--- src/rtl/dsp_mult_accum_pkg.sv ---
// Shared constants for the DSP multiply-accumulate slice: default widths,
// opmode field positions and Z-mux select encodings.
package dsp_mult_accum_pkg;

   localparam int DEF_WIDTH  = 18;
   localparam int DEF_PWIDTH = 48;
   localparam int DEF_MREG   = 1;
   localparam int DEF_PREG   = 1;

   localparam int OP_PRE_EN   = 0;
   localparam int OP_PRE_SUB  = 1;
   localparam int OP_ZSEL_LSB = 2;
   localparam int OP_ZSEL_MSB = 3;
   localparam int OP_POST_SUB = 4;
   localparam int OP_CIN_EN   = 5;

   typedef enum logic [1:0] {
      ZSEL_ZERO = 2'b00,
      ZSEL_P    = 2'b01,
      ZSEL_C    = 2'b10,
      ZSEL_RSVD = 2'b11
   } zsel_e;

endpackage

--- src/rtl/dsp_mult_accum_pipe_reg.sv ---
// Optional pipeline register with async active-low clear and load enable.
// With EN=0 it collapses to a plain wire so a stage can be removed by parameter.
module pipe_reg_arst #(
   parameter int W  = 1,
   parameter bit EN = 1'b1
) (
   input  logic         clk,
   input  logic         rst,
   input  logic         clk_en,
   input  logic [W-1:0] d,
   output logic [W-1:0] q
);

   generate
      if (EN) begin : g_reg
         logic [W-1:0] data_d;
         logic [W-1:0] data_q;

         always_comb begin
            data_d = data_q;
            if (clk_en) data_d = d;
         end

         always_ff @(posedge clk or negedge rst) begin
            if (!rst) data_q <= '0;
            else      data_q <= data_d;
         end

         assign q = data_q;
      end else begin : g_wire
         logic unused_ctrl;
         assign unused_ctrl = ^{clk, rst, clk_en};
         assign q = d;
      end
   endgenerate

endmodule

--- src/rtl/dsp_mult_accum.sv ---
// Arithmetic slice: pre-adder, unsigned multiplier, Z mux and post-adder/accumulator,
// with optional M and P pipeline stages that carry their own valid bits.
module dsp_mult_accum
   import dsp_mult_accum_pkg::*;
#(
   parameter int WIDTH  = DEF_WIDTH,
   parameter int PWIDTH = DEF_PWIDTH,
   parameter int MREG   = DEF_MREG,
   parameter int PREG   = DEF_PREG
) (
   input  logic              clk,
   input  logic              rst,
   input  logic              clk_en,
   input  logic              in_valid,
   input  logic [WIDTH-1:0]  a,
   input  logic [WIDTH-1:0]  b,
   input  logic [WIDTH-1:0]  d,
   input  logic [PWIDTH-1:0] c,
   input  logic              cin,
   input  logic [5:0]        opmode,
   output logic [PWIDTH-1:0] p,
   output logic              cout,
   output logic              out_valid
);

   localparam int MW  = 2 * WIDTH;
   localparam int SW  = PWIDTH + 1;
   localparam int SMW = MW + PWIDTH + 1 + 3;

   logic [WIDTH-1:0]  bm;
   logic [MW-1:0]     mult;
   logic              ci;
   logic [SMW-1:0]    sm_in;
   logic [SMW-1:0]    sm_out;
   logic              m_valid;
   logic [MW-1:0]     m_mult;
   logic [PWIDTH-1:0] m_c;
   logic              m_ci;
   logic              m_sub;
   logic [1:0]        m_zsel;
   logic [PWIDTH-1:0] p_fb;
   logic [PWIDTH-1:0] z;
   logic [SW-1:0]     m_ext;
   logic [SW-1:0]     sum;
   logic [SW-1:0]     p_bus;

   always_comb begin
      bm = b;
      if (opmode[OP_PRE_EN]) begin
         bm = opmode[OP_PRE_SUB] ? (d - b) : (d + b);
      end
      mult = MW'(a) * MW'(bm);
      ci   = opmode[OP_CIN_EN] & cin;
   end

   assign sm_in = {mult, c, ci, opmode[OP_POST_SUB], opmode[OP_ZSEL_MSB:OP_ZSEL_LSB]};

   // Data only loads with a valid op so bubbles never disturb held operands.
   pipe_reg_arst #(.W(SMW), .EN(MREG != 0)) u_stage_m_data (
      .clk    (clk),
      .rst    (rst),
      .clk_en (clk_en & in_valid),
      .d      (sm_in),
      .q      (sm_out)
   );

   pipe_reg_arst #(.W(1), .EN(MREG != 0)) u_stage_m_valid (
      .clk    (clk),
      .rst    (rst),
      .clk_en (clk_en),
      .d      (in_valid),
      .q      (m_valid)
   );

   assign {m_mult, m_c, m_ci, m_sub, m_zsel} = sm_out;

   // Accumulator feedback only exists when there is a P register to feed back from.
   generate
      if (PREG != 0) begin : g_fb
         assign p_fb = p_bus[PWIDTH-1:0];
      end else begin : g_nofb
         assign p_fb = '0;
      end
   endgenerate

   always_comb begin
      z = '0;
      case (zsel_e'(m_zsel))
         ZSEL_P:  z = p_fb;
         ZSEL_C:  z = m_c;
         default: z = '0;
      endcase
      m_ext = {{(SW - MW){1'b0}}, m_mult};
      if (m_sub) sum = {1'b0, z} - (m_ext + SW'(m_ci));
      else       sum = {1'b0, z} + m_ext + SW'(m_ci);
   end

   pipe_reg_arst #(.W(SW), .EN(PREG != 0)) u_stage_p_data (
      .clk    (clk),
      .rst    (rst),
      .clk_en (clk_en & m_valid),
      .d      (sum),
      .q      (p_bus)
   );

   pipe_reg_arst #(.W(1), .EN(PREG != 0)) u_stage_p_valid (
      .clk    (clk),
      .rst    (rst),
      .clk_en (clk_en),
      .d      (m_valid),
      .q      (out_valid)
   );

   assign p    = p_bus[PWIDTH-1:0];
   assign cout = p_bus[PWIDTH];

endmodule
--- config.mk ---
export PLATFORM = sky130hd
export DESIGN_NAME = dsp_mult_accum
export DESIGN_NICKNAME = d
export VERILOG_FILES = /design/src/rtl/dsp_mult_accum_pkg.sv /design/src/rtl/dsp_mult_accum_pipe_reg.sv /design/src/rtl/dsp_mult_accum.sv
export SDC_FILE = /design/constraint.sdc
export NUM_CORES = 1
export LEC_CHECK = 0
export CAP_MARGIN = 20
export CORE_MARGIN = 2
export CORE_UTILIZATION = 45
export DETAILED_ROUTE_END_ITERATION = 8
export HOLD_SLACK_MARGIN = 0.02
export PLACE_DENSITY = 0.74
export SLEW_MARGIN = 20
export SYNTH_ARGS = -nofsm -noshare
export SYNTH_HDL_FRONTEND = slang
export SYNTH_SLANG_ARGS = --single-unit
--- constraint.sdc ---
create_clock -name clk -period 5 [get_ports clk]
set_input_delay 1 -clock clk [delete_from_list [all_inputs] [get_ports clk]]
set_output_delay 1 -clock clk [all_outputs]
set_load 0.01 [all_outputs]
==> impl_metrics.py <==
metrics = {
    "outcome": {
        "outcome": "complete, but fails checks",
        "violations": "negative setup slack",
    },
    "yosys": {
        "ys.flop_type": "dfrtp_1",
        "yosysSeqAreaShare_pct": 14.34,
        "ys_warn_count": 0,
        "synth_cell_types": 89,
        "avgSynthCellArea_um2": 8.156,
        "ys_ff_latch": 139,
        "synthArstFlopShare_pct": 100.0,
        "syn_inst": 2974,
        "synthesis.nets": 3582,
        "synth_edf_count": 0,
        "synth_area_um2": 24250,
    },
    "place": {
        "gp_routability_congestion": 0.9421,
        "dp_hpwl_mm": 54.52,
        "numPortBuffers": 162,
    },
    "worst_setup_path": {
        "r2r-start": "u_stage_m_data.q[0]",
        "crit_top_cell": "fa_1",
        "critPathKind": "in -> reg",
        "required_ns": 5.38,
        "r2r_setup_slack_ns": 0.21,
        "reg2reg_to": "u_stage_p_data.q[45]",
        "endpoint_kind": "register",
        "critPathMaxFanout": 7,
        "slowest_stage": "fa_1",
        "cp.arrival_ns": 9.22,
        "r2r_cells": 18,
        "critPathLaunchType": "input pin",
        "max_stage_delay_ns": 0.57,
    },
    "die": {
        "die-area_um2": 55770,
        "dieHeight_um": 236.2,
        "dieWidth_um": 236.2,
        "core_area_um2": 53600,
        "placementRows": 85,
        "initial_core_util_pct": 45.25,
        "ios": 163,
    },
    "sta": {
        "hold_violations": 0,
        "drv_slew": 0,
        "clock-skew-final_ns": 0.01375,
        "period_minus_slack_ns": 8.837,
        "layout_setup_ws_ns": -3.837,
        "worst_slew_pin_slew_ns": 1.004,
        "setup_viol": 31,
        "fin_hold_ws_ns": 0.4887,
        "max_slew_margin_pct": 32.67,
        "layout_worst_path_cycle_share_pct": 176.7,
        "grt_setup_unrepaired": "yes",
        "clock.fmax_ghz": 0.1132,
    },
    "global_routing": {
        "grt_max_degree": 73,
        "grt_pass1_wl_mm": 112.4,
        "antenna_found_initial": 0,
        "grt_usage_pct": 24.41,
        "grt_pass1_vias": 22560,
        "gr-total-overflow": 0,
    },
    "cts": {
        "htree_num_levels": 4,
        "clock_latency_ns": 0.46,
        "cts_tree": "yes",
        "ctsHoldBuffers": 0,
        "clockBufferDepth": 2,
        "cts-root-buf": "clkbuf_16",
        "clk_pin_slew_ns": 0.06,
        "clkSinkCount": 139,
        "cts_buffers": 17,
    },
    "routing": {
        "drt_iter0_drc": 1324,
        "vias": 22010,
        "wirelength_mm": 67.41,
        "wire_per_inst_um": 16.55,
        "postRouteAntennaNets": 0,
        "drc": 0,
        "vias_per_cell": 5.402,
        "drt_pass1_iterations": 5,
    },
    "run": {
        "maxCapViolCount": 0,
    },
    "cells_and_area": {
        "syn_to_final_growth_pct": 27.20,
        "diodes": 0,
        "drive_gt1_share_pct": 21.05,
        "nNetsFinal": 3973,
    },
    "worst_hold_path": {
        "hold_class": "in -> async",
    },
}
[cell usage after synthesis (18+ instances only)]
library cell,number,area share [%]
nand2b_1,27,0.70
a21o_1,34,1.1
nand2_1,363,5.6
nor2b_1,59,1.5
a211oi_1,23,0.71
and3_1,18,0.46
nor3_1,37,0.76
a31oi_1,21,0.54
xor2_1,24,0.87
fa_1,261,22
o21ai_0,152,3.1
mux2_2,62,2.9
or3_1,19,0.49
xnor2_1,90,3.2
buf_1,19,0.29
nor2_1,139,2.2
nand4_1,25,0.64
inv_1,484,7.5
o211ai_1,27,0.84
or2_2,46,1.2
nor4_1,29,0.75
a22oi_1,51,1.6
and2_1,68,1.8
nand3_1,50,1.0
clkbuf_1,113,1.7
a21oi_1,141,2.9
ha_1,234,12
dfrtp_1,139,14
[placed cells by master, fill, tap and decap left out, types with 46 or more instances in the layout]
| cell type | instances |
|---|---|
| a21oi_1 | 119 |
| a22oi_1 | 51 |
| and2_1 | 63 |
| buf_4 | 308 |
| clkdlybuf4s50_1 | 150 |
| dfrtp_1 | 138 |
| fa_1 | 251 |
| ha_1 | 202 |
| inv_1 | 457 |
| mux2_2 | 56 |
| nand2_1 | 345 |
| nand3_1 | 46 |
| nor2_1 | 134 |
| nor2b_1 | 57 |
| o21ai_0 | 119 |
| xnor2_1 | 81 |
[cell type report]
class                      count  area (um^2)
clock buffer                  18        429.2
clock inverter                14        137.6
fill                        4724        22750
inverter                     487         1843
multi-input combinational   2202        19450
sequential                   139         3480
tap                          696        870.8
timing repair buffer         518         4637
[registers in the layout, summed over array words and instances (netlist names)]
signal and cells:
u_stage_p_data.q 49, u_stage_m_data.q 88, u_stage_p_valid.q 1, u_stage_m_valid.q 1
[routing by layer]
layer | wire length, um | GRT usage (%) | up-vias
met5 | 0 | 0 | -
met1 | 30090 | 32.86 | 10590
li1 | - | - | 10600
met4 | 1509 | 6.674 | 0
met2 | 32070 | 41.66 | 696
met3 | 3736 | 2.750 | 123
[what timing repair did]
action / in CTS / in global routing
pin swaps: 64 / 108
resized for setup: 93 / 138
setup buffers: 17 / 23
setup endpoints to repair: 32 / 39
gates cloned: 0 / 0
[through the flow]
step                instance area (um^2)  setup slack, ns  instances  utilization (%)  TNS [ns]
floorplan                          24800           -3.673       2974                -    -77.85
CTS                                30250           -3.838       4058            56.44    -87.11
global route                       30850           -4.249       4074            57.56    -96.94
detailed placement                 29300           -4.614       4009            54.66   -112.73
finish                             30850           -3.837       4074            57.56    -87.73
global placement                   29300           -4.411       4009            54.66   -109.49
[kinds of logic after synthesis]
group | synth area share [%]
compound gates | 16.32
xor+xnor | 4.117
fa+ha+maj | 33.61
buf+inv | 9.868
flops | 14.34
mux | 3.296
simple gates | 18.44
[critical path: cells and delay by family]
| kind | cells | cell delay (ns) |
|---|---|---|
| AO/OA/AOI/OAI | 8 | 1.55 |
| XOR/XNOR | 1 | 0.13 |
| adder cells (fa/ha/maj) | 8 | 3.74 |
| buffers and inverters | 12 | 1.34 |
| AND/OR/NAND/NOR | 10 | 1.44 |
[worst max path at each step]
| stage | start | endpoint | slack, ns | depth (start not counted) |
|---|---|---|---|---|
| final | b[9] | u_stage_m_data.q[85] | -3.84 | 39 |
| after global routing | b[9] | u_stage_m_data.q[85] | -4.25 | 39 |
| after CTS | b[0] | u_stage_m_data.q[86] | -3.84 | 39 |
| after detailed placement | b[5] | u_stage_m_data.q[86] | -4.61 | 34 |
| after global placement | b[5] | u_stage_m_data.q[86] | -4.41 | 34 |
| after floorplan | b[5] | u_stage_m_data.q[86] | -3.67 | 34 |
Power is left out: the tool's default activity adds up to more than one toggle a clock period on the data nets, which glitch-free logic cannot reach.
